--- config.mk ---
export PLATFORM = sky130hd
export DESIGN_NAME = rv_operand_fetch_flat
export DESIGN_NICKNAME = d
export VERILOG_FILES = /design/src/rtl/rv_operand_fetch_if.sv /design/src/rtl/rv_operand_fetch.sv /design/src/flat_wrapper.sv
export SDC_FILE = /design/constraint.sdc
export NUM_CORES = 1
export LEC_CHECK = 0
export BUFFER_PORTS_ARGS = -buffer_cell sky130_fd_sc_hd__buf_4
export CAP_MARGIN = 20
export CORE_AREA = 4 4 114 116
export CTS_BUF_LIST = sky130_fd_sc_hd__clkbuf_4 sky130_fd_sc_hd__clkbuf_8 sky130_fd_sc_hd__clkbuf_16
export CTS_CLUSTER_DIAMETER = 200
export DETAILED_ROUTE_END_ITERATION = 8
export DIE_AREA = 0 0 118 120
export PLACE_DENSITY = 0.65
export SKIP_LAST_GASP = 1
export SLEW_MARGIN = 25
export SYNTH_ARGS = -nofsm -noshare
export SYNTH_HDL_FRONTEND = slang
export SYNTH_SLANG_ARGS = --single-unit
--- constraint.sdc ---
create_clock -name i_clk -period 2.8 [get_ports i_clk]
set_input_delay 0.14 -clock i_clk [delete_from_list [all_inputs] [get_ports i_clk]]
set_output_delay 0.14 -clock i_clk [all_outputs]
set_load 0.02 [all_outputs]
--- src/rtl/rv_operand_fetch_if.sv ---
// Decode/register-file/write-back/execute signal bundle for the operand fetch stage.
// The stage itself sits on the slave side; the surrounding pipeline drives the master side.
interface rv_operand_fetch_if #(
  parameter int XLEN = 32,
  parameter int RA_W = 5
);
  // decode side
  logic            i_valid;
  logic            o_ready;
  logic [RA_W-1:0] i_rs1;
  logic [RA_W-1:0] i_rs2;
  logic [RA_W-1:0] i_rd;
  logic            i_rd_we;
  logic [XLEN-1:0] i_pc;
  logic            i_flush;
  // register file
  logic [RA_W-1:0] o_rf_rs1;
  logic [RA_W-1:0] o_rf_rs2;
  logic [XLEN-1:0] i_rf_data1;
  logic [XLEN-1:0] i_rf_data2;
  // write-back
  logic            i_wb_write;
  logic [RA_W-1:0] i_wb_rd;
  logic [XLEN-1:0] i_wb_data;
  // execute side
  logic            o_valid;
  logic            i_ready;
  logic [XLEN-1:0] o_op1;
  logic [XLEN-1:0] o_op2;
  logic [RA_W-1:0] o_rd;
  logic            o_rd_we;
  logic [XLEN-1:0] o_pc;

  modport slave (
    input  i_valid, i_rs1, i_rs2, i_rd, i_rd_we, i_pc, i_flush,
    input  i_rf_data1, i_rf_data2,
    input  i_wb_write, i_wb_rd, i_wb_data,
    input  i_ready,
    output o_ready, o_rf_rs1, o_rf_rs2,
    output o_valid, o_op1, o_op2, o_rd, o_rd_we, o_pc
  );

  modport master (
    output i_valid, i_rs1, i_rs2, i_rd, i_rd_we, i_pc, i_flush,
    output i_rf_data1, i_rf_data2,
    output i_wb_write, i_wb_rd, i_wb_data,
    output i_ready,
    input  o_ready, o_rf_rs1, o_rf_rs2,
    input  o_valid, o_op1, o_op2, o_rd, o_rd_we, o_pc
  );
endinterface

--- src/rtl/rv_operand_fetch.sv ---
// Operand fetch stage: drives register-file read addresses, forces x0 to zero and bypasses
// the write-back that lands on the same edge the file samples its (registered) read.
module rv_operand_fetch #(
  parameter int XLEN = 32,
  parameter int RA_W = 5
) (
  input logic             i_clk,
  input logic             i_reset,
  rv_operand_fetch_if.slave bus
);

  logic            valid_q;
  logic [RA_W-1:0] rs1_q;
  logic [RA_W-1:0] rs2_q;
  logic [RA_W-1:0] rd_q;
  logic            rd_we_q;
  logic [XLEN-1:0] pc_q;
  logic            byp1_q;
  logic            byp2_q;
  logic [XLEN-1:0] byp_data_q;

  logic            ready;
  logic            accept;
  logic [RA_W-1:0] rf_rs1;
  logic [RA_W-1:0] rf_rs2;
  logic [XLEN-1:0] op1;
  logic [XLEN-1:0] op2;

  assign ready  = !valid_q | bus.i_ready;
  assign accept = bus.i_valid & ready & !bus.i_flush;

  // While stalled the held addresses are re-read every cycle, so later write-backs reach the operands.
  assign rf_rs1 = accept ? bus.i_rs1 : rs1_q;
  assign rf_rs2 = accept ? bus.i_rs2 : rs2_q;

  // NOTE: state uses non-blocking assignments so every register samples pre-edge values.
  always_ff @(posedge i_clk or posedge i_reset) begin
    if (i_reset) begin
      valid_q    <= 1'b0;
      rs1_q      <= '0;
      rs2_q      <= '0;
      rd_q       <= '0;
      rd_we_q    <= 1'b0;
      pc_q       <= '0;
      byp1_q     <= 1'b0;
      byp2_q     <= 1'b0;
      byp_data_q <= '0;
    end else begin
      if (bus.i_flush)     valid_q <= 1'b0;
      else if (accept)     valid_q <= 1'b1;
      else if (bus.i_ready) valid_q <= 1'b0;

      if (accept) begin
        rs1_q   <= bus.i_rs1;
        rs2_q   <= bus.i_rs2;
        rd_q    <= bus.i_rd;
        rd_we_q <= bus.i_rd_we;
        pc_q    <= bus.i_pc;
      end

      // The file returns the pre-write value for a same-edge write, so capture the write-back instead.
      byp1_q     <= bus.i_wb_write & (bus.i_wb_rd == rf_rs1) & (rf_rs1 != '0);
      byp2_q     <= bus.i_wb_write & (bus.i_wb_rd == rf_rs2) & (rf_rs2 != '0);
      byp_data_q <= bus.i_wb_data;
    end
  end

  // NOTE: defaults first so no path through this block can infer a latch.
  always_comb begin
    op1 = '0;
    op2 = '0;
    if (rs1_q != '0) op1 = byp1_q ? byp_data_q : bus.i_rf_data1;
    if (rs2_q != '0) op2 = byp2_q ? byp_data_q : bus.i_rf_data2;
  end

  assign bus.o_ready  = ready;
  assign bus.o_rf_rs1 = rf_rs1;
  assign bus.o_rf_rs2 = rf_rs2;
  assign bus.o_valid  = valid_q;
  assign bus.o_op1    = op1;
  assign bus.o_op2    = op2;
  assign bus.o_rd     = rd_q;
  assign bus.o_rd_we  = rd_we_q;
  assign bus.o_pc     = pc_q;

endmodule

--- src/flat_wrapper.sv ---
// flat-port wrapper written by rule: the top's interface ports become plain ports
module rv_operand_fetch_flat 
#(
  parameter int XLEN = 32,
  parameter int RA_W = 5
)
  (i_clk, i_reset, bus_i_valid, bus_i_rs1, bus_i_rs2, bus_i_rd, bus_i_rd_we, bus_i_pc, bus_i_flush, bus_i_rf_data1, bus_i_rf_data2, bus_i_wb_write, bus_i_wb_rd, bus_i_wb_data, bus_i_ready, bus_o_ready, bus_o_rf_rs1, bus_o_rf_rs2, bus_o_valid, bus_o_op1, bus_o_op2, bus_o_rd, bus_o_rd_we, bus_o_pc);
  rv_operand_fetch_if #(.XLEN(XLEN), .RA_W(RA_W)) bus_i ();
  input logic i_clk;
  input logic i_reset;
  input wire logic [$bits(bus_i.i_valid)-1:0] bus_i_valid;
  input wire logic [$bits(bus_i.i_rs1)-1:0] bus_i_rs1;
  input wire logic [$bits(bus_i.i_rs2)-1:0] bus_i_rs2;
  input wire logic [$bits(bus_i.i_rd)-1:0] bus_i_rd;
  input wire logic [$bits(bus_i.i_rd_we)-1:0] bus_i_rd_we;
  input wire logic [$bits(bus_i.i_pc)-1:0] bus_i_pc;
  input wire logic [$bits(bus_i.i_flush)-1:0] bus_i_flush;
  input wire logic [$bits(bus_i.i_rf_data1)-1:0] bus_i_rf_data1;
  input wire logic [$bits(bus_i.i_rf_data2)-1:0] bus_i_rf_data2;
  input wire logic [$bits(bus_i.i_wb_write)-1:0] bus_i_wb_write;
  input wire logic [$bits(bus_i.i_wb_rd)-1:0] bus_i_wb_rd;
  input wire logic [$bits(bus_i.i_wb_data)-1:0] bus_i_wb_data;
  input wire logic [$bits(bus_i.i_ready)-1:0] bus_i_ready;
  output wire logic [$bits(bus_i.o_ready)-1:0] bus_o_ready;
  output wire logic [$bits(bus_i.o_rf_rs1)-1:0] bus_o_rf_rs1;
  output wire logic [$bits(bus_i.o_rf_rs2)-1:0] bus_o_rf_rs2;
  output wire logic [$bits(bus_i.o_valid)-1:0] bus_o_valid;
  output wire logic [$bits(bus_i.o_op1)-1:0] bus_o_op1;
  output wire logic [$bits(bus_i.o_op2)-1:0] bus_o_op2;
  output wire logic [$bits(bus_i.o_rd)-1:0] bus_o_rd;
  output wire logic [$bits(bus_i.o_rd_we)-1:0] bus_o_rd_we;
  output wire logic [$bits(bus_i.o_pc)-1:0] bus_o_pc;
  assign bus_i.i_valid = bus_i_valid;
  assign bus_i.i_rs1 = bus_i_rs1;
  assign bus_i.i_rs2 = bus_i_rs2;
  assign bus_i.i_rd = bus_i_rd;
  assign bus_i.i_rd_we = bus_i_rd_we;
  assign bus_i.i_pc = bus_i_pc;
  assign bus_i.i_flush = bus_i_flush;
  assign bus_i.i_rf_data1 = bus_i_rf_data1;
  assign bus_i.i_rf_data2 = bus_i_rf_data2;
  assign bus_i.i_wb_write = bus_i_wb_write;
  assign bus_i.i_wb_rd = bus_i_wb_rd;
  assign bus_i.i_wb_data = bus_i_wb_data;
  assign bus_i.i_ready = bus_i_ready;
  assign bus_o_ready = bus_i.o_ready;
  assign bus_o_rf_rs1 = bus_i.o_rf_rs1;
  assign bus_o_rf_rs2 = bus_i.o_rf_rs2;
  assign bus_o_valid = bus_i.o_valid;
  assign bus_o_op1 = bus_i.o_op1;
  assign bus_o_op2 = bus_i.o_op2;
  assign bus_o_rd = bus_i.o_rd;
  assign bus_o_rd_we = bus_i.o_rd_we;
  assign bus_o_pc = bus_i.o_pc;
  rv_operand_fetch #(.XLEN(XLEN), .RA_W(RA_W)) u_core (.i_clk(i_clk), .i_reset(i_reset), .bus(bus_i));
endmodule
==> impl_metrics.tcl <==
set metrics [dict create \
    synth_warnings 0 \
    r2r_cells 5 \
    io_pins 269 \
    io_buffer_count 268 \
    initial_utilization 0.327 \
    cp_slowest_stage_delay_ps 530 \
    syn_area_um2 3900 \
    cts_tree "yes" \
    max-slew-margin-rel 0.471 \
    via_per_inst 4.70 \
    async_flop_share 1.00 \
    holdPathStages 2 \
    rr_startpoint "u_core.bus.o_valid" \
    drc 0 \
    synth_edf_count 0 \
    dp_hpwl_um 9790 \
    cp_common_cell "buf_4" \
    reg2reg_to "u_core.byp2_q" \
    power_leakage_uw 0.00318 \
    syn2layout_area_growth_pct 72.6 \
    synth_top_area_cell "dfrtp_1" \
    hp-start "bus_i_pc[10]" \
    final-max-slew-violation-count 0 \
    drt_iter0_drc 77 \
    htree_num_levels 3 \
    powerDensity_nw_per_um2 574 \
    die_w_um 118 \
    wl_per_cell_um 17.1 \
    grt_usage 0.184 \
    seq_area_frac_synth 0.533 \
    status "finished clean" \
    max_cap_violations 0 \
    cts_setup_buffers 0 \
    rsz0062_at_grt "no" \
    holdWs_ps 35.9 \
    crit_type "flop to output pin" \
    ant_nets 0 \
    root_buffer "clkbuf_16" \
    fmax_mhz 467 \
    ctsLongestPathBuffers 2 \
    antenna_found_initial 0 \
    worstSetupStartpointType "flop" \
    wirelength_um 13100 \
    drive_gt1_frac 0.565 \
    synth_area_leaders "dfrtp_1 53%, mux2i_1 16%, mux2_2 14%" \
    crit_arrival_ps 2000 \
    netlist_top_cells_count "83 x dfrtp_1, 68 x nor2_1, 64 x mux2i_1, 48 x mux2_2, 16 x buf_2" \
    synth.avg_cell_area_um2 12.4 \
    cts_buffers 9 \
    end_kind "output pin" \
    dr.pass1.iters 4 \
    core-area_um2 11900 \
    crit_family "simple AND/OR/NAND/NOR gates" \
    worstPathRequired_ps 2660 \
    crit_buf_inv 2 \
    hold_buffers 34 \
    grt_pass1_vias 4002 \
    path_clk_slew_ps 60 \
    hold_viol 0 \
    grt_overflow 0 \
    worst_slew_pin_slew_ps 794 \
    ir_drop_v 0.000362 \
    ys_ff_latch 83 \
    slowest_stage "or4_1" \
    syn_inst 314 \
    stdcell_area_um2 6730 \
    grt_pass1_wl_um 20600 \
    synthFlopType "dfrtp_1" \
    syn_nets 469 \
    layout_min_cycle_time_ps 2140 \
    crit_chain "or4_1, nor2_2, buf_4, nor2_1, buf_4" \
    crit_fanout 32 \
    timing.clock.skew_ps 5.98 \
    place_congestion 0.817 \
    placementRows 40 \
    nets 771 \
    reg2reg_slack_ps 960 \
    synthDistinctLibCells 23 \
    clk_latency_ps 330 \
    fp.dieH_um 120 \
    synth_most_common_cell "dfrtp_1" \
    postPlaceCellArea_um2 6070 \
    period_share 0.765 \
    dieArea_um2 14200 \
    setup_viol 0 \
    yosysTopAreaCellShare 0.533 \
    hold_path.class "input port to flop" \
    cts_sinks 83 \
    whs_endpoint "u_core.bus.o_pc[10]" \
    num_vias 3610 \
    setup_tns_ps 0 \
    grt_max_degree 84 \
    cts_resized 0 \
    diodes 0 \
]
==> stage by stage <==
stage | utilization | total power, uW | setup WS (ps) | std cells
floorplan | - | 2020 | 523 | 314
global placement | 0.510 | 2610 | 976 | 718
detailed placement | 0.510 | 2630 | 940 | 718
CTS | 0.565 | 3910 | 638 | 768
global route | 0.565 | 4050 | 559 | 768
finish | 0.565 | 3860 | 657 | 768
==> worst max-delay path by stage <==
stage / start / to / slack [ps] / cells past startpoint
after floorplan: i_reset / u_core.bus.o_pc[0] / 520 / 1
after global placement: u_core.bus.o_valid / u_core.byp2_q / 980 / 5
after detailed placement: u_core.bus.o_valid / u_core.byp2_q / 940 / 5
after CTS: u_core.rs1_q[1] / bus_o_op1[17] / 640 / 5
after global routing: u_core.rs2_q[2] / bus_o_op2[25] / 560 / 5
final: u_core.rs1_q[1] / bus_o_op1[9] / 660 / 5
==> kinds of logic (layout without fill, tap and decap cells) <==
| kind of cell | count (synthesis) | in the layout | share of synthesized area |
|---|---|---|---|
| xor+xnor | 8 | 8 | 0.0180 |
| flops | 83 | 83 | 0.533 |
| mux | 112 | 112 | 0.303 |
| simple gates | 77 | 77 | 0.0896 |
| buf+inv | 24 | 331 | 0.0302 |
| compound gates | 10 | 10 | 0.0260 |
==> sequential cells by signal (all words and copies together) (netlist names) <==
name / cells
u_core.bus.o_pc: 32
u_core.bus.o_rd: 5
u_core.bus.o_rd_we: 1
u_core.bus.o_valid: 1
u_core.byp1_q: 1
u_core.byp2_q: 1
u_core.byp_data_q: 32
u_core.rs1_q: 5
u_core.rs2_q: 5
==> area by class of cell <==
type	instances	area, um^2
Clock buffer	11	253
Clock inverter	5	58.8
Fill cell	1042	5180
Inverter	5	20.0
Multi-Input combinational cell	207	1710
Sequential cell	83	2080
Tap cell	147	184
Timing Repair Buffer	310	2420
==> power breakdown <==
group	total (uW)	internal, uW	switching (uW)
registers	1440	1340	94.2
logic	1200	608	592
clock network	1220	741	481
total	3860	2690	1170
==> routing by layer <==
layer,wire length [um],vias to the layer above,share of wire,GRT usage
li1,-,1686,-,-
met1,4750,1724,0.36,0.199
met2,6740,181,0.51,0.325
met3,1380,19,0.11,0.0754
met4,241,0,0.018,0.0667
met5,0,-,0,0
==> placed cells by master (no fill, tap or decap), types with 3 or more instances in the layout <==
cell,Yosys,routed
xnor2_1,3,3
dlygate4sd3_1,0,34
buf_4,0,275
nor2_1,68,66
mux2_2,48,48
inv_1,5,4
mux2i_1,64,64
clkbuf_16,0,9
dfrtp_1,83,81
xor2_1,5,5
or4_1,3,3
(Power assumes the default switching activity.)
